===== src/rtl/spi_pkg.sv =====
// SPI master shared definitions.
// FSM state encoding and mode-bit positions.
package spi_pkg;

  typedef logic [1:0] state_t;

  localparam state_t IDLE  = 2'd0;
  localparam state_t SETUP = 2'd1;
  localparam state_t XFER  = 2'd2;
  localparam state_t HOLD  = 2'd3;

  localparam int CPOL = 1;
  localparam int CPHA = 0;

endpackage


===== src/rtl/spi_clkgen.sv =====
// SPI half-period timer.
// Emits a one-clock tick every div+1 clocks while running.
module spi_clkgen
  import spi_pkg::*;
#(
  parameter int DIV_W = 8
) (
  input  logic             clock,
  input  logic             reset,
  input  logic             load,
  input  logic             run,
  input  logic [DIV_W-1:0] div,
  output logic             tick
);

  logic [DIV_W-1:0] div_q, div_d;
  logic [DIV_W-1:0] cnt_q, cnt_d;

  always_comb begin
    div_d = div_q;
    cnt_d = cnt_q;
    if (load) begin
      div_d = div;
      cnt_d = div;
    end else if (run) begin
      cnt_d = (cnt_q == '0) ? div_q : cnt_q - 1'b1;
    end
  end

  assign tick = run && (cnt_q == '0);

  always_ff @(posedge clock or posedge reset) begin
    if (reset) begin
      div_q <= '0;
      cnt_q <= '0;
    end else begin
      div_q <= div_d;
      cnt_q <= cnt_d;
    end
  end

endmodule


===== src/rtl/spi_master.sv =====
// SPI master: configurable width, divisor, mode and bit order.
// All bus outputs come straight from flops.
module spi_master
  import spi_pkg::*;
#(
  parameter int WIDTH = 8,
  parameter int DIV_W = 8,
  parameter int NCS   = 2,
  localparam int CSW  = (NCS > 1) ? $clog2(NCS) : 1
) (
  input  logic             clock,
  input  logic             reset,
  input  logic             start,
  input  logic             abort,
  input  logic [WIDTH-1:0] din,
  input  logic [DIV_W-1:0] div,
  input  logic [1:0]       mode,
  input  logic             lsb_first,
  input  logic [CSW-1:0]   cs_sel,
  output logic             busy,
  output logic             done,
  output logic [WIDTH-1:0] dout,
  output logic             sck,
  output logic             mosi,
  output logic [NCS-1:0]   cs_n,
  input  logic             miso
);

  localparam int TW = $clog2(2 * WIDTH) + 1;

  state_t           state_q, state_d;
  logic             sck_q, sck_d;
  logic             mosi_q, mosi_d;
  logic [NCS-1:0]   cs_n_q, cs_n_d;
  logic [1:0]       mode_q, mode_d;
  logic             lsb_q, lsb_d;
  logic [WIDTH-1:0] tx_q, tx_d;
  logic [WIDTH-1:0] rx_q, rx_d;
  logic [WIDTH-1:0] dout_q, dout_d;
  logic [TW-1:0]    tcnt_q, tcnt_d;
  logic             done_q, done_d;

  logic tick;
  logic accept;
  logic lead;
  logic first;
  logic last;
  logic smp;
  logic adv;

  function automatic logic [NCS-1:0] cs_decode(
    input logic [CSW-1:0] sel
  );
    logic [NCS-1:0] r;
    r = '1;
    for (int i = 0; i < NCS; i++) begin
      if (CSW'(i) == sel) r[i] = 1'b0;
    end
    return r;
  endfunction

  assign busy   = (state_q != IDLE);
  assign accept = (state_q == IDLE) && start && !abort;

  // Toggle number is tcnt_q+1; odd toggles are leading edges.
  assign lead  = ~tcnt_q[0];
  assign first = (tcnt_q == '0);
  assign last  = (tcnt_q == TW'(2 * WIDTH - 1));
  assign smp   = mode_q[CPHA] ? ~lead : lead;
  assign adv   = mode_q[CPHA] ? (lead & ~first) : (~lead & ~last);

  spi_clkgen #(
    .DIV_W(DIV_W)
  ) u_clkgen (
    .clock(clock),
    .reset(reset),
    .load (accept),
    .run  (busy),
    .div  (div),
    .tick (tick)
  );

  always_comb begin
    state_d = state_q;
    sck_d   = sck_q;
    mosi_d  = mosi_q;
    cs_n_d  = cs_n_q;
    mode_d  = mode_q;
    lsb_d   = lsb_q;
    tx_d    = tx_q;
    rx_d    = rx_q;
    dout_d  = dout_q;
    tcnt_d  = tcnt_q;
    done_d  = 1'b0;
    if (busy && abort) begin
      state_d = IDLE;
      cs_n_d  = '1;
      sck_d   = mode_q[CPOL];
    end else begin
      unique case (state_q)
        IDLE: begin
          if (accept) begin
            state_d = SETUP;
            mode_d  = mode;
            lsb_d   = lsb_first;
            tx_d    = din;
            tcnt_d  = '0;
            sck_d   = mode[CPOL];
            mosi_d  = lsb_first ? din[0] : din[WIDTH-1];
            cs_n_d  = cs_decode(cs_sel);
          end
        end
        SETUP: begin
          if (tick) state_d = XFER;
        end
        XFER: begin
          if (tick) begin
            sck_d  = ~sck_q;
            tcnt_d = tcnt_q + 1'b1;
            if (smp) begin
              rx_d = lsb_q ? {miso, rx_q[WIDTH-1:1]}
                           : {rx_q[WIDTH-2:0], miso};
            end
            if (adv) begin
              tx_d   = lsb_q ? (tx_q >> 1) : (tx_q << 1);
              mosi_d = lsb_q ? tx_q[1] : tx_q[WIDTH-2];
            end
            if (last) state_d = HOLD;
          end
        end
        HOLD: begin
          if (tick) begin
            state_d = IDLE;
            cs_n_d  = '1;
            dout_d  = rx_q;
            done_d  = 1'b1;
          end
        end
        default: state_d = IDLE;
      endcase
    end
  end

  always_ff @(posedge clock or posedge reset) begin
    if (reset) begin
      state_q <= IDLE;
      sck_q   <= 1'b0;
      mosi_q  <= 1'b0;
      cs_n_q  <= '1;
      mode_q  <= 2'b00;
      lsb_q   <= 1'b0;
      tx_q    <= '0;
      rx_q    <= '0;
      dout_q  <= '0;
      tcnt_q  <= '0;
      done_q  <= 1'b0;
    end else begin
      state_q <= state_d;
      sck_q   <= sck_d;
      mosi_q  <= mosi_d;
      cs_n_q  <= cs_n_d;
      mode_q  <= mode_d;
      lsb_q   <= lsb_d;
      tx_q    <= tx_d;
      rx_q    <= rx_d;
      dout_q  <= dout_d;
      tcnt_q  <= tcnt_d;
      done_q  <= done_d;
    end
  end

  assign sck  = sck_q;
  assign mosi = mosi_q;
  assign cs_n = cs_n_q;
  assign dout = dout_q;
  assign done = done_q;

endmodule


===== config.mk =====
export PLATFORM = sky130hd
export DESIGN_NAME = spi_master
export DESIGN_NICKNAME = d
export VERILOG_FILES = /design/src/rtl/spi_pkg.sv /design/src/rtl/spi_clkgen.sv /design/src/rtl/spi_master.sv
export SDC_FILE = /design/constraint.sdc
export NUM_CORES = 1
export LEC_CHECK = 0
export ABC_AREA = 1
export CORE_ASPECT_RATIO = 1.75
export CORE_MARGIN = 4
export CORE_UTILIZATION = 59
export CTS_BUF_LIST = sky130_fd_sc_hd__clkbuf_16
export CTS_CLUSTER_DIAMETER = 30
export DETAILED_ROUTE_END_ITERATION = 16
export PLACE_DENSITY = 0.88
export SLEW_MARGIN = 20
export SYNTH_ARGS = -nofsm -noshare
export SYNTH_HDL_FRONTEND = slang
export SYNTH_SLANG_ARGS = --single-unit

===== constraint.sdc =====
create_clock -name clock -period 4 [get_ports clock]
set_input_delay 0.4 -clock clock [delete_from_list [all_inputs] [get_ports clock]]
set_output_delay 0.4 -clock clock [all_outputs]
set_load 0.01 [all_outputs]

## Yosys cells after proc, flatten, opt, wreduce, memory -nomap -nowiden

Cells that the tools add are included.

- Add/subtract/negate cells: 2
- Eq/ne operators: 12
- Muxes and demuxes: 40
- Bitwise gates (word level): 7
- Reductions and logical operators: 21

Operator list:

| operator | number |
|---|---|
| 8-bit two-way mux | 8 |
| 2-bit two-way mux | 9 |
| 8-bit one-hot mux with 2 select lines | 1 |
| 1-bit two-way mux | 15 |
| 3-bit != test (second input constant) | 4 |
| 3-bit AND reduction | 4 |
| 5-bit two-way mux | 2 |
| 5-bit one-hot mux with 2 select lines | 1 |
| 5-bit AND reduction | 2 |
| 8-bit zero test | 1 |
| 2-bit one-hot mux with 4 select lines | 1 |
| 4-bit AND reduction | 2 |
| 8-bit by 1-bit subtractor with 8-bit output (second input constant) | 1 |
| 2-bit != test (second input constant) | 3 |
| 2-bit nonzero test | 3 |
| 3-bit nonzero test | 2 |
| 5-bit by 1-bit adder with 5-bit output (second input constant) | 1 |
| 5-bit by 4-bit == test with 1-bit output (second input constant) | 1 |
| 5-bit zero test | 1 |
| 1-bit inverter | 5 |
| 2-bit == test (second input constant) | 2 |
| 1-bit logical AND | 4 |
| 1-bit one-hot mux with 2 select lines | 2 |
| 2-bit one-hot mux with 2 select lines | 1 |
| 5 further kinds | 6 |

- Flip-flop bits (word level): 55
- Input port bits: 25
- Output and inout bits: 14

## Depth between registers and ports, before layout

Gate-level depths: netlist of run 1.

- Word-level depth: 7
- Mapped depth: 11
- Mapped depth without buffers: 11

## Cells and area by module

From an unflattened synthesis of run 1, not the netlist that was laid out.

- Cells, all modules: 378
- Area, all modules: 3010.4 um2

By module, submodules not included:

| module | times used | cells an instance | area an instance (um2) |
|---|---|---|---|
| spi_master | 1 | 256 | 2069.5 |
| spi_clkgen | 1 | 122 | 940.9 |

## Worst setup path before layout of run 1

OpenSTA, ideal clock, no wires.

- Path kind: register -> register
- From: reg state_q[0]
- To: reg mosi_q (netlist: mosi)
- Library setup time: 0.118 ns
- Data arrival time: 1.510 ns
- Data required time: 3.882 ns
- Setup slack: 2.371 ns
- Cell stages (with the launch flop): 11
- Buffers on the path: 1
- Clock period less this slack: 1.629 ns
- Cells stage by stage: dfrtp_1 inv_1 ha_1 inv_2 a21oi_4 nor2_1 nand3_2 nand2_2 buf_6 nand3_1 nand2_1

- Elaborated cells on any way between the ends: 14

RTL lines:

| element | RTL line | text |
|---|---|---|
| from (decl) | spi_master.sv:31 | `state_t state_q, state_d;` |
| from (signal assigned) | spi_master.sv:158 | `state_q <= state_d;` |
| 2-bit nonzero test * | spi_master.sv:62 | `assign busy = (state_q != IDLE);` |
| named net busy | spi_master.sv:20 | `output logic busy,` |
| 1-bit logical AND (on tied branches) | spi_clkgen.sv:30, spi_master.sv:95 |  |
| 2-bit != test (no source line) or 1-bit inverter (tied branches) | n/a |  |
| 5-bit AND reduction (no source line) * | n/a |  |
| to (signal assigned) | spi_master.sv:160 | `mosi_q <= mosi_d;` |
| to (decl) | spi_master.sv:33 | `logic mosi_q, mosi_d;` |

The timed path passes the listed nets; every way through them passes the cells marked *.
A chain may end at the register's enable or synchronous reset.

## Worst setup path in the final report of run 1

- From: reg state_q[0]
- To: reg tx_q[7]

- Word-level cells in the longest chain between the ends: 5
- Elaborated cells on any way between the ends: 14

Ends and longest elaborated chain:

| element | RTL line | text |
|---|---|---|
| 2-bit zero test | spi_master.sv:63, spi_master.sv:100 |  |
| 1-bit logical AND (2 in series) | spi_master.sv:63 | `assign accept = (state_q == IDLE) && start && !abort;` |
| 2-bit != test (no source line) | n/a |  |
| 5-bit AND reduction (no source line) | n/a |  |
| to (signal assigned) | spi_master.sv:164 | `tx_q <= tx_d;` |
| to (decl) | spi_master.sv:37 | `logic [WIDTH-1:0] tx_q, tx_d;` |

Several ways; a longest one is shown, not always the timed one.

==> flow_metrics.env, run 1 <==
export IMPL_status="complete, no violations"
export IMPL_core_area_um2=4930
export IMPL_pin_count_of_the_biggest_net_entering_global_routing=34
export IMPL_p_sw_share_pct=41.1
export IMPL_syn_nets=428
export IMPL_cp_start_kind="register"
export IMPL_syn2layout_area_growth_pct=18.0
export IMPL_clk_root_buffer_cell="sky130_fd_sc_hd__clkbuf_16"
export IMPL_yosys_cell_count_top_type="sky130_fd_sc_hd__nand2_1"
export IMPL_max_cap_viol_count=0
export IMPL_post_cts_hold_buffer_count=0
export IMPL_ys_types=28
export IMPL_synth_top_area_share_pct=44.2
export IMPL_dp_hpwl_um=5110
export IMPL_die_area_um2=6340
export IMPL_power_share_of_the_combinational_group_pct=40.4
export IMPL_mapped_area_um2=3000
export IMPL_drt_total_wl_um=6980
export IMPL_die_height_um=102
export IMPL_core_util_final_pct=71.7
export IMPL_clk_transition_reported_paths_ns=0.07
export IMPL_routedWlPerCell_um=14.4
export IMPL_intPower_mw=1.32
export IMPL_p_leak_nw=1.70
export IMPL_timing_hold_worst_class="input pin to async pin"
export IMPL_power_ir_vdd_worst_uv=444
export IMPL_worstSkewPairLatency_ns=0.29
export IMPL_final_hold_worst_slack_ns=0.447
export IMPL_cell_pwr_density_nw_per_um2=632
export IMPL_synth_seq_cells=55
export IMPL_finalNetCount=462
export IMPL_port_buffers=38
export IMPL_fin_area_um2=3540
export IMPL_post_route_cells_drive_above_1_share_pct=6.53
export IMPL_timing_final_crit_share_pct=59.1
export IMPL_synth_flop_cell="sky130_fd_sc_hd__dfrtp_1"
export IMPL_std_cell_rows=34
export IMPL_setup_total_negative_slack_ns=0
export IMPL_worstPathRequired_ns=4.23
export IMPL_syn_inst_count=394
export IMPL_power_sequential_fraction_pct=39.8
export IMPL_layout_setup_ws_ns=1.64
export IMPL_grt_pass1_wl_um=11400
export IMPL_clock_skew_ns=0.00420
export IMPL_setup_viol_count_final=0
export IMPL_crit_type="register to register"
export IMPL_antenna_violating_nets_post_route=0
export IMPL_floorplan_initialDensity_pct=60.8
export IMPL_slew_viols_final=0
export IMPL_grt_setup_unrepaired="no"
export IMPL_gp_congestion=0.876
export IMPL_post_synthesis_area_per_instance_um2=7.62
export IMPL_hold_violations=0
export IMPL_ioPinCount=39
export IMPL_synth_seq_area_share_pct=46.0
export IMPL_synthTopCellsByCount="sky130_fd_sc_hd__nand2_1, sky130_fd_sc_hd__o21ai_0, sky130_fd_sc_hd__dfrtp_1, sky130_fd_sc_hd__inv_1, sky130_fd_sc_hd__nand3_1"
export IMPL_timing_final_crit_period_ns=2.36
export IMPL_number_of_clock_buffers_inserted_by_tritoncts=5
export IMPL_num_vias=2716
export IMPL_drc=0
export IMPL_clock_sinks=55
export IMPL_synth_async_reset_ratio_pct=100
export IMPL_worstSetupEndpointType="register"
export IMPL_max_clock_path_buffers=2
export IMPL_p_total_mw=2.24
export IMPL_cts_repair_timing_setup_buffer_count=0
export IMPL_first_global_vias=2646
export IMPL_tritoncts="yes"
export IMPL_detailedRoute_firstPassIterationCount=5
export IMPL_detailedPlace_worstSlack_ns=1.55
export IMPL_total_switching_power_mw=0.920
export IMPL_p_clk_share_pct=19.8
export IMPL_grt_overflow_total=0
export IMPL_diodes=0
export IMPL_cp_arrival_ns=2.60
export IMPL_cell_types_with_the_largest_area_share_after_synthesis="sky130_fd_sc_hd__dfrtp_1, sky130_fd_sc_hd__nand2_1, sky130_fd_sc_hd__o21ai_0"
export IMPL_synth_enable_flop_cells=0
export IMPL_clock_tree_htree_level_count=2
export IMPL_fmax_mhz=423
export IMPL_placement_cell_area_um2=3390
export IMPL_synth_top_cell_by_area="sky130_fd_sc_hd__dfrtp_1"
export IMPL_synth_warning_count=0
export IMPL_worst_slew_pin_slew_ns=0.668
export IMPL_critPathMaxFanout=20
export IMPL_gr_usage_all_layers_pct=23.9
export IMPL_placedCellCount=475
export IMPL_initialDrtViolationCount=167
export IMPL_cts_resized_gates=0
export IMPL_floorplan_die_width_um=61.9
export IMPL_maxSlewHeadroom_pct=55.5
export IMPL_number_of_antenna_violations_at_the_first_check_in_global_routing=0
export IMPL_stdcell_count=483
export IMPL_post_drt_via_cell_ratio=5.62
[power groups by stage]
stage / registers [mW] / clock network, mW / logic, mW
4_1_cts: 0.885 / 0.449 / 0.898
3_3_place_gp: 0.887 / 0 / 0.862
3_5_place_dp: 0.894 / 0 / 0.891
6_report: 0.889 / 0.443 / 0.904
5_1_grt: 0.910 / 0.465 / 1.04
2_1_floorplan: 0.848 / 0 / 0.680
[worst max-delay path, cell delays in order (launching register included)]
cell and delay (ns):
sky130_fd_sc_hd__dfrtp_1 0.42, sky130_fd_sc_hd__inv_1 0.09, sky130_fd_sc_hd__ha_1 0.59, sky130_fd_sc_hd__inv_1 0.39, sky130_fd_sc_hd__nand2_1 0.19, sky130_fd_sc_hd__nand2_2 0.22, sky130_fd_sc_hd__nand2_2 0.24, sky130_fd_sc_hd__nand2_1 0.09
sky130_fd_sc_hd__nand2_1 0.07
[layer usage]
layer / up-vias / track usage [%] / wire length [um]
met4: 0 / 12.7 / 269
met2: 90 / 42.8 / 3810
met1: 1264 / 25.7 / 2630
met5: - / 0 / 0
met3: 22 / 3.54 / 269
li1: 1340 / - / -
[final timing paths]
| path | startpoint | end | slack (ns) | cells after the start |
|---|---|---|---|---|
| max in group asynchronous | reset | tcnt_q[2] | 2.76 | 3 |
| worst min register to register | u_clkgen.div_q[6] | u_clkgen.div_q[6] | 0.49 | 2 |
| worst max-delay path | state_q[0] | tx_q[7] | 1.64 | 8 |
| worst max register to register | state_q[0] | tx_q[7] | 1.64 | 8 |
| worst min-delay path | reset | state_q[0] | 0.45 | 2 |
| min in group clock | u_clkgen.div_q[6] | u_clkgen.div_q[6] | 0.49 | 2 |
[flip-flops by register name, summed over array words and instances (netlist names)]
name and count:
cs_n 2, u_clkgen.cnt_q 8, tx_q 8, dout 8
mode_q 2, tcnt_q 5, u_clkgen.div_q 8, mosi 1
state_q 2, sck 1, rx_q 8, done 1
lsb_q 1
[cell type report]
| type | count | area [um^2] |
|---|---|---|
| clock buffer | 5 | 125 |
| timing repair buffer | 40 | 395 |
| multi-input combinational | 274 | 1360 |
| sequential | 55 | 1380 |
| fill | 377 | 1400 |
| inverter | 52 | 195 |
| tap | 54 | 67.6 |
| clock inverter | 3 | 22.5 |
[kinds of logic after synthesis]
group                      after synthesis  share of synthesized area [%]
buffers and inverters                   65                           8.88
adders and majority gates                9                           3.75
AOI/OAI and AO/OA                       85                           15.4
and+or+nand+nor                        179                           25.7
xor gates and xnor gates                 1                          0.292
DFF                                     55                           46.0
[cell usage in the layout, fill, tap and decap left out, drive strengths merged]
| master | synthesis | routed |
|---|---|---|
| a22oi | 1 | 1 |
| o22ai | 1 | 1 |
| nor2 | 28 | 28 |
| clkinv | 1 | 2 |
| nand4 | 3 | 3 |
| clkbuf | 5 | 5 |
| ha | 9 | 9 |
| or2 | 1 | 1 |
| o21ai | 66 | 66 |
| nor3 | 3 | 3 |
| nand3 | 37 | 37 |
| nand2 | 105 | 105 |
| o211ai | 6 | 6 |
| xor2 | 1 | 1 |
| nor3b | 2 | 2 |
| a21oi | 11 | 11 |
| clkdlybuf4s50 | 0 | 38 |
| inv | 51 | 53 |
| buf | 8 | 2 |
| dfrtp | 53 | 53 |
| dfstp | 2 | 2 |
(Power assumes the default switching activity.)
==> inputs of run 2 (changes only) <==
--- a/config.mk
+++ b/config.mk
@@ -8,11 +8,11 @@
 export ABC_AREA = 1
 export CORE_ASPECT_RATIO = 1.75
 export CORE_MARGIN = 4
-export CORE_UTILIZATION = 59
+export CORE_UTILIZATION = 55
 export CTS_BUF_LIST = sky130_fd_sc_hd__clkbuf_16
 export CTS_CLUSTER_DIAMETER = 30
 export DETAILED_ROUTE_END_ITERATION = 16
-export PLACE_DENSITY = 0.88
+export PLACE_DENSITY = 0.84
 export SLEW_MARGIN = 20
 export SYNTH_ARGS = -nofsm -noshare
 export SYNTH_HDL_FRONTEND = slang
==> constraint.sdc (replaced) <==
create_clock -name clock -period 2.5 [get_ports clock]
set_input_delay 0.25 -clock clock [delete_from_list [all_inputs] [get_ports clock]]
set_output_delay 0.25 -clock clock [all_outputs]
set_load 0.01 [all_outputs]
==> run 2 against run 1 <==
  * Wire length decreased by 2.5%
  * Hold slack got worse by 0.15 ns
  * Critical endpoint is now tx_q[5]
  * Critical path depth increased by 1
  * Global-route usage decreased by 1.8 points
  * Largest power group unchanged
  * Via count decreased by 0.92%
  * Largest cell class unchanged
  * Critical path type unchanged
  * Sequential power increased by 55%
==> flow_metrics.env, run 2 (synthesis results as in run 1) <==
export IMPL_status="complete, no violations"
export IMPL_max_clock_path_buffers=2
export IMPL_setup_total_negative_slack_ns=0
export IMPL_cpMaxStageDelayCell="sky130_fd_sc_hd__dfrtp_1"
export IMPL_number_of_clock_buffers_inserted_by_tritoncts=5
export IMPL_worstPathRequired_ns=2.68
export IMPL_clock_sinks=55
export IMPL_std_cell_rows=35
export IMPL_detailedRoute_firstPassIterationCount=4
export IMPL_worstSkewPairLatency_ns=0.29
export IMPL_fmax_mhz=500
export IMPL_port_buffers=38
export IMPL_cell_pwr_density_nw_per_um2=1000
export IMPL_ordered_list_of_cells_on_the_worst_path="inv_1, ha_1, a21oi_1, nor2_1, nand3_2, nand2_2, nand2_2, nand2_1, nand2_1"
export IMPL_num_vias=2691
export IMPL_die_area_um2=6750
export IMPL_grt_overflow_total=0
export IMPL_timing_hold_worst_class="input pin to async pin"
export IMPL_final_cell_mix="sky130_fd_sc_hd__nand2_1, sky130_fd_sc_hd__o21ai_0, sky130_fd_sc_hd__dfrtp_1, sky130_fd_sc_hd__inv_1, sky130_fd_sc_hd__clkdlybuf4s50_1"
export IMPL_syn2layout_area_growth_pct=20.7
export IMPL_worst_slew_pin_slew_ns=0.555
export IMPL_ioPinCount=39
export IMPL_post_cts_hold_buffer_count=0
export IMPL_die_height_um=106
export IMPL_timing_final_crit_period_ns=2.00
export IMPL_stdcell_count=508
export IMPL_cp_start_kind="register"
export IMPL_number_of_antenna_violations_at_the_first_check_in_global_routing=0
export IMPL_placedCellCount=500
export IMPL_finalNetCount=467
export IMPL_max_cap_viol_count=0
export IMPL_grt_pass1_wl_um=12000
export IMPL_post_drt_via_cell_ratio=5.30
export IMPL_initialDrtViolationCount=189
export IMPL_clk_root_buffer_cell="sky130_fd_sc_hd__clkbuf_16"
export IMPL_setup_viol_count_final=0
export IMPL_clock_skew_ns=0.00406
export IMPL_core_area_um2=5300
export IMPL_layout_commonest_cell="sky130_fd_sc_hd__nand2_1"
export IMPL_pin_count_of_the_biggest_net_entering_global_routing=34
export IMPL_cts_repair_timing_setup_buffer_count=0
export IMPL_maxSlewHeadroom_pct=62.9
export IMPL_critical_path_max_stage_delay_ns=0.42
export IMPL_worstSetupEndpointType="register"
export IMPL_dp_hpwl_um=4870
export IMPL_cts_resized_gates=0
export IMPL_power_ir_vdd_worst_uv=612
export IMPL_crit_type="register to register"
export IMPL_grt_setup_unrepaired="no"
export IMPL_gp_congestion=0.845
export IMPL_floorplan_initialDensity_pct=56.6
export IMPL_drt_total_wl_um=6800
export IMPL_routedWlPerCell_um=13.4
export IMPL_hold_violations=0
export IMPL_gr_usage_all_layers_pct=22.1
export IMPL_post_route_cells_drive_above_1_share_pct=7.60
export IMPL_first_global_vias=2768
export IMPL_slew_viols_final=0
export IMPL_p_leak_nw=1.73
export IMPL_diodes=0
export IMPL_critPathMaxFanout=19
export IMPL_floorplan_die_width_um=63.8
export IMPL_clock_tree_htree_level_count=2
export IMPL_timing_final_crit_share_pct=80.1
export IMPL_cp_arrival_ns=2.18
export IMPL_tritoncts="yes"
export IMPL_antenna_violating_nets_post_route=0
export IMPL_clk_transition_reported_paths_ns=0.08
export IMPL_drc=0
-- run 2: changes by cell type in the layout (fill, tap and decap cells not counted), sizes merged --
cell and change:
buf +5, inv -1, clkinv +1
-- run 2: layer usage --
metal  vias to the layer above  track usage [%]  share of wire (%)  routed length, um
met4                         0             11.1                3.0                206
met1                      1264             25.9                 40               2710
met2                        63             38.3                 54               3650
met5                         -                0                  0                  0
met3                        18             3.20                3.4                233
li1                       1346                -                  -                  -
-- run 2: layout make-up --
cell class	count	area, um^2
clock inverter	3	28.8
clock buffer	5	125
tap	74	92.6
inverter	52	195
multi-input combinational	274	1360
sequential	55	1380
fill	416	1680
timing repair buffer	45	445
-- run 2: worst max-delay path, delay by kind of cell (launching register included) --
kind | cells | cell delay (ns)
flip-flops | 1 | 0.42
AO/OA/AOI/OAI | 1 | 0.14
buffers and inverters | 1 | 0.10
AND/OR/NAND/NOR | 6 | 0.88
adder cells (fa/ha/maj) | 1 | 0.35
-- run 2: path summary, 6_finish.rpt --
kind | cells after the start | slack [ns] | end | startpoint
worst max-delay path | 9 | 0.50 | tx_q[5] | state_q[0]
worst min-delay path | 2 | 0.30 | done | reset
worst max register to register | 9 | 0.50 | tx_q[5] | state_q[0]
worst min register to register | 2 | 0.48 | u_clkgen.div_q[1] | u_clkgen.div_q[1]
max in group asynchronous | 3 | 1.66 | tcnt_q[2] | reset
min in group clock | 2 | 0.48 | u_clkgen.div_q[1] | u_clkgen.div_q[1]
-- run 2: through the flow --
stage	hold slack [ns]	utilization, %	instance area (um^2)	total power, mW	worst slack (ns)
finish	0.297	68.3	3620	3.63	0.498
global route	0.364	68.3	3620	3.95	0.345
CTS	0.312	68.3	3620	3.65	0.502
detailed placement	0.465	65.4	3470	2.89	0.515
global placement	0.455	65.4	3470	2.83	0.556
floorplan	0.360	-	3000	2.44	0.871
-- run 2: power by group --
group | total, mW | switching (mW) | internal, mW
sequential | 1.38 | 0.198 | 1.19
combinational | 1.52 | 0.950 | 0.574
clock | 0.724 | 0.341 | 0.383
